===== src/rtl/rv_mc_sequencer.sv =====
// Multi-cycle RV32I control sequencer: decodes the state register, ir and handshake
// inputs into datapath controls, with memory timeout, illegal-opcode trap, halt and instret.
module rv_mc_sequencer #(
    parameter int CNT_W   = 32,
    parameter int TIMEOUT = 15,
    parameter int TO_W    = 4
) (
    input  logic             clk,
    input  logic             rst,
    input  logic             start,
    input  logic             halt_req,
    input  logic [31:0]      ir,
    input  logic             mem_ready,
    input  logic             br_taken,
    output logic             busy,
    output logic [3:0]       state,
    output logic             pc_we,
    output logic [1:0]       pc_sel,
    output logic             ir_we,
    output logic             mdr_we,
    output logic             rf_we,
    output logic [1:0]       wb_sel,
    output logic             alu_a_sel,
    output logic             alu_b_sel,
    output logic             mem_req,
    output logic             mem_we,
    output logic             mem_addr_sel,
    output logic             trap,
    output logic [1:0]       trap_cause,
    output logic             halted,
    output logic [CNT_W-1:0] instret
);

    // state  | meaning
    // IDLE   | waiting for start
    // FETCH  | instruction read, waits for mem_ready
    // DECODE | dispatch on opcode
    // EXEC   | ALU operation (OP / OP-IMM)
    // MEM    | load/store access, waits for mem_ready
    // WB     | register writeback, retires
    // BRANCH | conditional PC update, retires
    // JUMP   | link write and jump target, retires
    // HALT   | stopped after ECALL/EBREAK class, start resumes
    // TRAP   | illegal opcode or bus timeout, start resumes at trap vector
    typedef enum logic [3:0] {
        S_IDLE   = 4'd0,
        S_FETCH  = 4'd1,
        S_DECODE = 4'd2,
        S_EXEC   = 4'd3,
        S_MEM    = 4'd4,
        S_WB     = 4'd5,
        S_BRANCH = 4'd6,
        S_JUMP   = 4'd7,
        S_HALT   = 4'd8,
        S_TRAP   = 4'd9
    } state_t;

    localparam logic [6:0] OPC_OP_IMM = 7'b0010011;
    localparam logic [6:0] OPC_OP     = 7'b0110011;
    localparam logic [6:0] OPC_LUI    = 7'b0110111;
    localparam logic [6:0] OPC_AUIPC  = 7'b0010111;
    localparam logic [6:0] OPC_JAL    = 7'b1101111;
    localparam logic [6:0] OPC_JALR   = 7'b1100111;
    localparam logic [6:0] OPC_LOAD   = 7'b0000011;
    localparam logic [6:0] OPC_STORE  = 7'b0100011;
    localparam logic [6:0] OPC_BRANCH = 7'b1100011;
    localparam logic [6:0] OPC_SYSTEM = 7'b1110011;

    localparam bit              TO_EN   = (TIMEOUT != 0);
    localparam logic [TO_W-1:0] TO_LAST = TO_EN ? TO_W'(TIMEOUT - 1) : '0;

    state_t            state_q, state_d;
    logic [TO_W-1:0]   to_cnt;
    logic [1:0]        cause_q, cause_d;
    logic [CNT_W-1:0]  instret_q;
    logic              retire, count, waiting, to_hit;
    logic [6:0]        opc;
    logic              rd_nz;
    logic              ir_unused;

    assign opc       = ir[6:0];
    assign rd_nz     = |ir[11:7];
    assign ir_unused = ^ir[31:12];
    assign to_hit    = TO_EN && (to_cnt == TO_LAST);

    assign state      = state_q;
    assign trap_cause = cause_q;
    assign instret    = instret_q;

    always_comb begin
        state_d      = state_q;
        cause_d      = cause_q;
        retire       = 1'b0;
        count        = 1'b0;
        waiting      = 1'b0;
        busy         = 1'b1;
        pc_we        = 1'b0;
        pc_sel       = 2'd0;
        ir_we        = 1'b0;
        mdr_we       = 1'b0;
        rf_we        = 1'b0;
        wb_sel       = 2'd0;
        alu_a_sel    = 1'b0;
        alu_b_sel    = 1'b0;
        mem_req      = 1'b0;
        mem_we       = 1'b0;
        mem_addr_sel = 1'b0;
        trap         = 1'b0;
        halted       = 1'b0;
        unique case (state_q)
            S_IDLE: begin
                busy = 1'b0;
                if (start) state_d = S_FETCH;
            end
            S_FETCH: begin
                mem_req = 1'b1;
                if (mem_ready) begin
                    ir_we   = 1'b1;
                    state_d = S_DECODE;
                end else if (to_hit) begin
                    state_d = S_TRAP;
                    cause_d = 2'd2;
                end else begin
                    waiting = 1'b1;
                end
            end
            S_DECODE: begin
                case (opc)
                    OPC_OP_IMM, OPC_OP:   state_d = S_EXEC;
                    OPC_LUI, OPC_AUIPC:   state_d = S_WB;
                    OPC_JAL, OPC_JALR:    state_d = S_JUMP;
                    OPC_LOAD, OPC_STORE:  state_d = S_MEM;
                    OPC_BRANCH:           state_d = S_BRANCH;
                    OPC_SYSTEM: begin
                        state_d = S_HALT;
                        count   = 1'b1;
                    end
                    default: begin
                        state_d = S_TRAP;
                        cause_d = 2'd1;
                    end
                endcase
            end
            S_EXEC: begin
                alu_b_sel = (opc == OPC_OP_IMM);
                state_d   = S_WB;
            end
            S_MEM: begin
                alu_b_sel    = 1'b1;
                mem_addr_sel = 1'b1;
                mem_req      = 1'b1;
                mem_we       = (opc == OPC_STORE);
                if (mem_ready) begin
                    if (opc == OPC_STORE) begin
                        retire = 1'b1;
                    end else begin
                        mdr_we  = 1'b1;
                        state_d = S_WB;
                    end
                end else if (to_hit) begin
                    state_d = S_TRAP;
                    cause_d = 2'd2;
                end else begin
                    waiting = 1'b1;
                end
            end
            S_WB: begin
                rf_we  = rd_nz;
                retire = 1'b1;
                // ALU operands stay selected so the unregistered ALU result is still valid here
                case (opc)
                    OPC_LOAD:   wb_sel = 2'd1;
                    OPC_LUI:    wb_sel = 2'd2;
                    OPC_AUIPC: begin
                        alu_a_sel = 1'b1;
                        alu_b_sel = 1'b1;
                    end
                    OPC_OP_IMM: alu_b_sel = 1'b1;
                    default:    wb_sel = 2'd0;
                endcase
            end
            S_BRANCH: begin
                pc_sel = br_taken ? 2'd1 : 2'd0;
                retire = 1'b1;
            end
            S_JUMP: begin
                rf_we  = rd_nz;
                wb_sel = 2'd3;
                retire = 1'b1;
                if (opc == OPC_JALR) begin
                    pc_sel    = 2'd2;
                    alu_b_sel = 1'b1;
                end else begin
                    pc_sel = 2'd1;
                end
            end
            S_HALT: begin
                busy   = 1'b0;
                halted = 1'b1;
                if (start) begin
                    pc_we   = 1'b1;
                    state_d = S_FETCH;
                end
            end
            S_TRAP: begin
                busy = 1'b0;
                trap = 1'b1;
                if (start) begin
                    pc_we   = 1'b1;
                    pc_sel  = 2'd3;
                    cause_d = 2'd0;
                    state_d = S_FETCH;
                end
            end
            default: begin
                state_d = S_IDLE;
            end
        endcase
        if (retire) begin
            pc_we   = 1'b1;
            count   = 1'b1;
            state_d = halt_req ? S_IDLE : S_FETCH;
        end
    end

    always_ff @(posedge clk or negedge rst) begin
        if (!rst) begin
            state_q   <= S_IDLE;
            to_cnt    <= '0;
            cause_q   <= 2'd0;
            instret_q <= '0;
        end else begin
            state_q <= state_d;
            cause_q <= cause_d;
            to_cnt  <= waiting ? to_cnt + TO_W'(1) : '0;
            if (count) instret_q <= instret_q + CNT_W'(1);
        end
    end

endmodule


===== config.mk =====
export PLATFORM = sky130hd
export DESIGN_NAME = rv_mc_sequencer
export DESIGN_NICKNAME = d
export VERILOG_FILES = /design/src/rtl/rv_mc_sequencer.sv
export SDC_FILE = /design/constraint.sdc
export NUM_CORES = 1
export LEC_CHECK = 0
export BUFFER_PORTS_ARGS = -buffer_cell sky130_fd_sc_hd__buf_2
export CAP_MARGIN = 15
export CORE_MARGIN = 4
export CORE_UTILIZATION = 30
export CTS_BUF_LIST = sky130_fd_sc_hd__clkbuf_4 sky130_fd_sc_hd__clkbuf_8
export DETAILED_ROUTE_END_ITERATION = 8
export PLACE_DENSITY = 0.67
export SLEW_MARGIN = 30
export SYNTH_ARGS = -nofsm -noshare
export SYNTH_HDL_FRONTEND = slang
export SYNTH_SLANG_ARGS = --single-unit
export TNS_END_PERCENT = 30

===== constraint.sdc =====
create_clock -name clk -period 2.2 [get_ports clk]
set_input_delay 0.11 -clock clk [delete_from_list [all_inputs] [get_ports clk]]
set_output_delay 0.11 -clock clk [all_outputs]
set_load 0.01 [all_outputs]

* After elaboration in Yosys (flattened, before gate mapping)
Index checks and enable logic that the tools add are counted.
** Storage, ports and cells
- Flip-flop bits (word level) :: 42
- Input port bits :: 38
- Output and inout bits :: 54
- Word-level logic and storage cells :: 99
** Operators by class
- Reduce and logical (&&, ||, !) cells :: 16
- Eq/ne operators :: 27
- Add/sub/neg operators :: 2
- Multiplexer cells :: 50
** Operator list (count)
- $pmux 4 s6 :: 2
- $add 32x1->32 const B :: 1
- $mux 1 :: 29
- $eq 7x7->1 const B :: 4
- $mux 4 :: 7
- $eq 7x6->1 const B :: 3
- $eq 4x3->1 const B :: 4
- $reduce_or 2->1 :: 8
- $eq 7x5->1 const B :: 2
- $eq 4x4->1 const B :: 3
- $mux 2 :: 6
- $pmux 2 s3 :: 2
- $reduce_or 10->1 :: 1
- $eq 4x2->1 const B :: 2
- $pmux 2 s2 :: 2
- $eq 7x2->1 const B :: 1
- $ne 2x2->1 const B :: 3
- $reduce_or 3->1 :: 2
- $reduce_and 5->1 :: 1
- $reduce_or 5->1 :: 1
- $add 4x1->4 const B :: 1
- $eq 4x1->1 const B :: 1
- $logic_not 4->1 :: 1
- $ne 2x1->1 const B :: 2
- 6 further kinds :: 6

* Logic depth before layout (Yosys ltp)
- Depth after elaboration :: 6
- Depth in mapped cells :: 7
- Gate-level depth less buffers :: 7

* Least setup slack after synthesis
Ideal clock, no wire load.
- Path kind :: reg2reg
- Start :: register state_q[0] (netlist: state[0])
- End :: register instret_q[27] (netlist: instret[27])
- Setup time :: 0.079 ns
- Setup slack :: -0.121 ns
- Cell stages (with the launch flop) :: 8
- Data required time :: 2.121 ns
- Period minus slack after synthesis :: 2.321 ns
- Arrival time :: 2.242 ns
- Buffers on the path :: 2
- Cell sequence :: dfrtp_1 -> buf_6 -> or4b_4 -> or4_1 -> o21a_1 -> buf_6 -> nor4b_4 -> xor2_1
** Between the ends
- Cells in the longest elaborated chain, start to end :: 4
- Elaborated cells on any way between the ends :: 9
- Classes of those cells :: eq/ne (5); mux (3); reduce/logical (1)
** RTL lines
- from (decl) :: line 72 : state_t state_q, state_d;
- from (signal assigned) :: line 233 : state_q <= state_d;
- $eq 4x3->1 :: line 110 : unique case (state_q)
- $reduce_or 3->1 (no source line)
- $pmux 1 s2 :: line 110
- $mux 1 (*) :: line 219 : if (retire) begin
- to (signal assigned) :: line 236 : if (count) instret_q <= instret_q + CNT_W'(1);
- to (decl) :: line 75 : logic [CNT_W-1:0] instret_q;
Every way passes the cells marked *; elsewhere a longest branch is shown, timed or not.
A chain may end at the register's enable or synchronous reset.

* Worst setup path after layout
- Start :: register state_q[2] (netlist: state[2])
- End :: register instret_q[28] (netlist: instret[28])
Same word-level chain as after synthesis.

==> results.py <==
metrics = {
    "sta": {
        "timing.final.crit_share": 0.971,
        "rsz0062_at_grt": "true",
        "min_period_ps": 2140,
        "setup_violations": 0,
        "max_freq_mhz": 468,
        "finalHoldViolations": 0,
        "tightest_slew_ps": 676,
        "skew_ps": 7.24,
        "slew_headroom": 0.546,
        "slew_viol_final": 0,
    },
    "synthesis": {
        "avgSynthCellArea_um2": 9.37,
        "synth_top_area_cell": "dfrtp_1",
        "syn_area_mm2": 0.00244,
        "synth_nets": 302,
        "synth-warning-count": 0,
        "ys_top_cells_by_area": "dfrtp_1 43%, xor2_1 7.9%, xnor2_1 4.3%",
        "synthArstFlopShare": 1.00,
        "synth_ff_type": "dfrtp_1",
        "ys_types": 49,
        "synth_top_area_frac": 0.430,
        "ys_ff_latch": 42,
        "synthCells": 261,
        "synth-edff-count": 0,
        "yosysSeqAreaShare": 0.430,
    },
    "worst_setup_path": {
        "critPathMaxFanout": 6,
        "critPathArrivalTime_ps": 2350,
        "r2r_setup_slack_ps": 60,
        "endpoint_kind": "flip-flop",
        "setup.worst_path.start_class": "flip-flop",
        "cp.buffers_inverters": 1,
        "critical_path.top_delay_family": "simple AND/OR/NAND/NOR gates",
        "path_cells": "or4b_4 > or3_4 > a2bb2oi_4 > buf_6 > nor4_2 > xor2_1",
        "worst-setup-path-type": "reg -> reg",
        "crit_required_ps": 2410,
        "cp_slowest_cell": "or4b_4",
        "max_stage_delay_ps": 550,
    },
    "grt": {
        "overflow": 0,
        "grt_pass1_wl_mm": 10.8,
        "grt_usage": 0.135,
        "antenna_found_initial": 0,
        "grt_pass1_vias": 2228,
        "grt_max_degree": 43,
    },
    "job": {
        "cap_viol_max_count": 0,
    },
    "run_status": {
        "status": "complete, no violations",
    },
    "clock_network": {
        "clk_pin_slew_ps": 80,
        "cts_tree": "yes",
        "cts.htree.levels": 2,
        "cts_buffer_depth": 2,
        "cts_made_buffers": 5,
        "clock_sinks": 42,
        "insertion_delay_ps": 290,
        "root_buffer": "clkbuf_8",
        "cts_setup_buffers": 0,
    },
    "floorplanning": {
        "coreArea_mm2": 0.00781,
        "dieWidth_um": 98.3,
        "die_area_mm2": 0.00966,
        "io_pins": 92,
        "die_y_um": 98.3,
        "start_util": 0.313,
        "row_count": 32,
    },
    "placed_design": {
        "hpwlAfterDp_mm": 4.89,
        "place_area_mm2": 0.00300,
        "place_congestion": 0.857,
        "portBuffers": 71,
    },
    "hold_path": {
        "hp-class": "in -> reg",
    },
    "routing": {
        "vias": 2245,
        "ant_nets": 0,
        "firstDrtPassIters": 4,
        "wire_per_inst_um": 14.6,
        "remaining_drc_errors": 0,
        "drtIter0Drc": 115,
        "finalWirelength_mm": 6.53,
        "vias_per_cell": 5.01,
    },
    "final_layout": {
        "final_common_cell": "buf_2",
        "syn2layout_area_growth_pct": 30.9,
        "seq_area_mm2": 0.00105,
        "nets": 386,
        "mostFrequentLayoutCells": "70 x buf_2, 42 x dfrtp_1, 23 x nand2_1, 23 x nor2_1, 22 x xor2_1",
        "multiInputGateArea_mm2": 0.00141,
        "drive_above_1_share": 0.338,
        "nFillCells": 781,
        "diodes": 0,
        "fin_area_mm2": 0.00320,
    },
    "power": {
        "total_power_mw": 2.49,
        "vdd_ir_drop_max_v": 0.000253,
        "leakage_nw": 1.54,
        "power.density_mw_per_mm2": 779,
    },
}
## registers in the layout (all words and copies together), names as in the netlist
register and count:
state 4, trap_cause 2, instret 32, to_cnt 4
## synthesized netlist by cell type, types with 2 or more instances
cell type	number
a21oi_1	8
a31oi_1	6
a32o_1	2
and3_1	5
and4b_1	2
buf_6	3
clkbuf_1	7
dfrtp_1	42
ha_1	3
inv_1	8
nand2_1	23
nand2b_1	5
nand3_1	10
nand4_1	6
nor2_1	23
nor2b_1	2
nor3_1	17
nor3b_1	4
nor4_1	5
nor4b_1	2
o211ai_1	2
o21a_1	2
o21ai_0	7
o22ai_1	3
o31a_1	2
or2_2	3
or3_1	4
or4_1	2
xnor2_1	12
xor2_1	22
## worst register-to-register path: cells and delay by family (launching register included)
| family | cells | cell delay [ps] |
|---|---|---|
| AND/OR/NAND/NOR | 3 | 1100 |
| XOR/XNOR | 1 | 170 |
| flip-flops | 1 | 380 |
| AO/OA/AOI/OAI | 1 | 220 |
| buffers and inverters | 1 | 210 |
## layer usage
metal / global-route usage / vias up / routed length [µm]
met2: 0.212 / 52 / 3160
met5: 0 / - / 0
met3: 0.0264 / 6 / 231
met1: 0.187 / 1083 / 3090
met4: 0.0452 / 0 / 53
li1: - / 1104 / -
## cell families (layout without fill, tap and decap cells)
family	Yosys count	after routing	share of synthesized area
xor+xnor	34	34	0.122
simple gates	120	120	0.272
fa+ha+maj	3	3	0.0154
compound gates	43	43	0.120
buf+inv	18	103	0.0368
flops	42	42	0.430
mux	1	1	0.00461
## through the flow
step	setup TNS, ps	util	hold WS (ps)	std cells	setup slack, ps
3_5_place_dp	-202	0.384	318	439	-68.8
2_1_floorplan	0	-	-186	261	0.922
6_report	0	0.410	97.8	448	63.7
5_1_grt	-42.0	0.410	73.8	448	-16.0
3_3_place_gp	0	0.384	299	439	34.3
4_1_cts	-149	0.399	84.6	448	-49.9
## where the power goes
part / internal, mW / total, mW / switching [mW] / leakage [nW]
clock network: 0.266 / 0.524 / 0.258 / 0.0517
registers: 0.853 / 0.924 / 0.0710 / 0.535
logic: 0.431 / 1.05 / 0.615 / 0.950
total: 1.55 / 2.49 / 0.944 / 1.54
## layout make-up
| type | count | area share |
|---|---|---|
| Tap cell | 102 | 0.0399 |
| Inverter | 8 | 0.00938 |
| Timing Repair Buffer | 87 | 0.151 |
| Sequential cell | 42 | 0.328 |
| Multi-Input combinational cell | 201 | 0.441 |
| Clock buffer | 7 | 0.0281 |
| Clock inverter | 1 | 0.00156 |
## worst paths after layout
check                            start          end  depth (start not counted)
min                              ir[0]     state[1]                          2
min in group asynchronous          rst  instret[12]                          2
max                           state[2]  instret[28]                          6
min reg2reg                instret[18]  instret[18]                          1
max reg2reg                   state[2]  instret[28]                          6
max in group asynchronous          rst    to_cnt[3]                          2
## timing repair
action / in CTS / in global routing
hold buffers: 1 / 0
pin swaps: 0 / 5
resized for setup: 2 / 16
hold endpoints to repair: 4 / 0
setup endpoints to repair: 10 / 25
No activity file was read; power rests on OpenSTA's default activity.
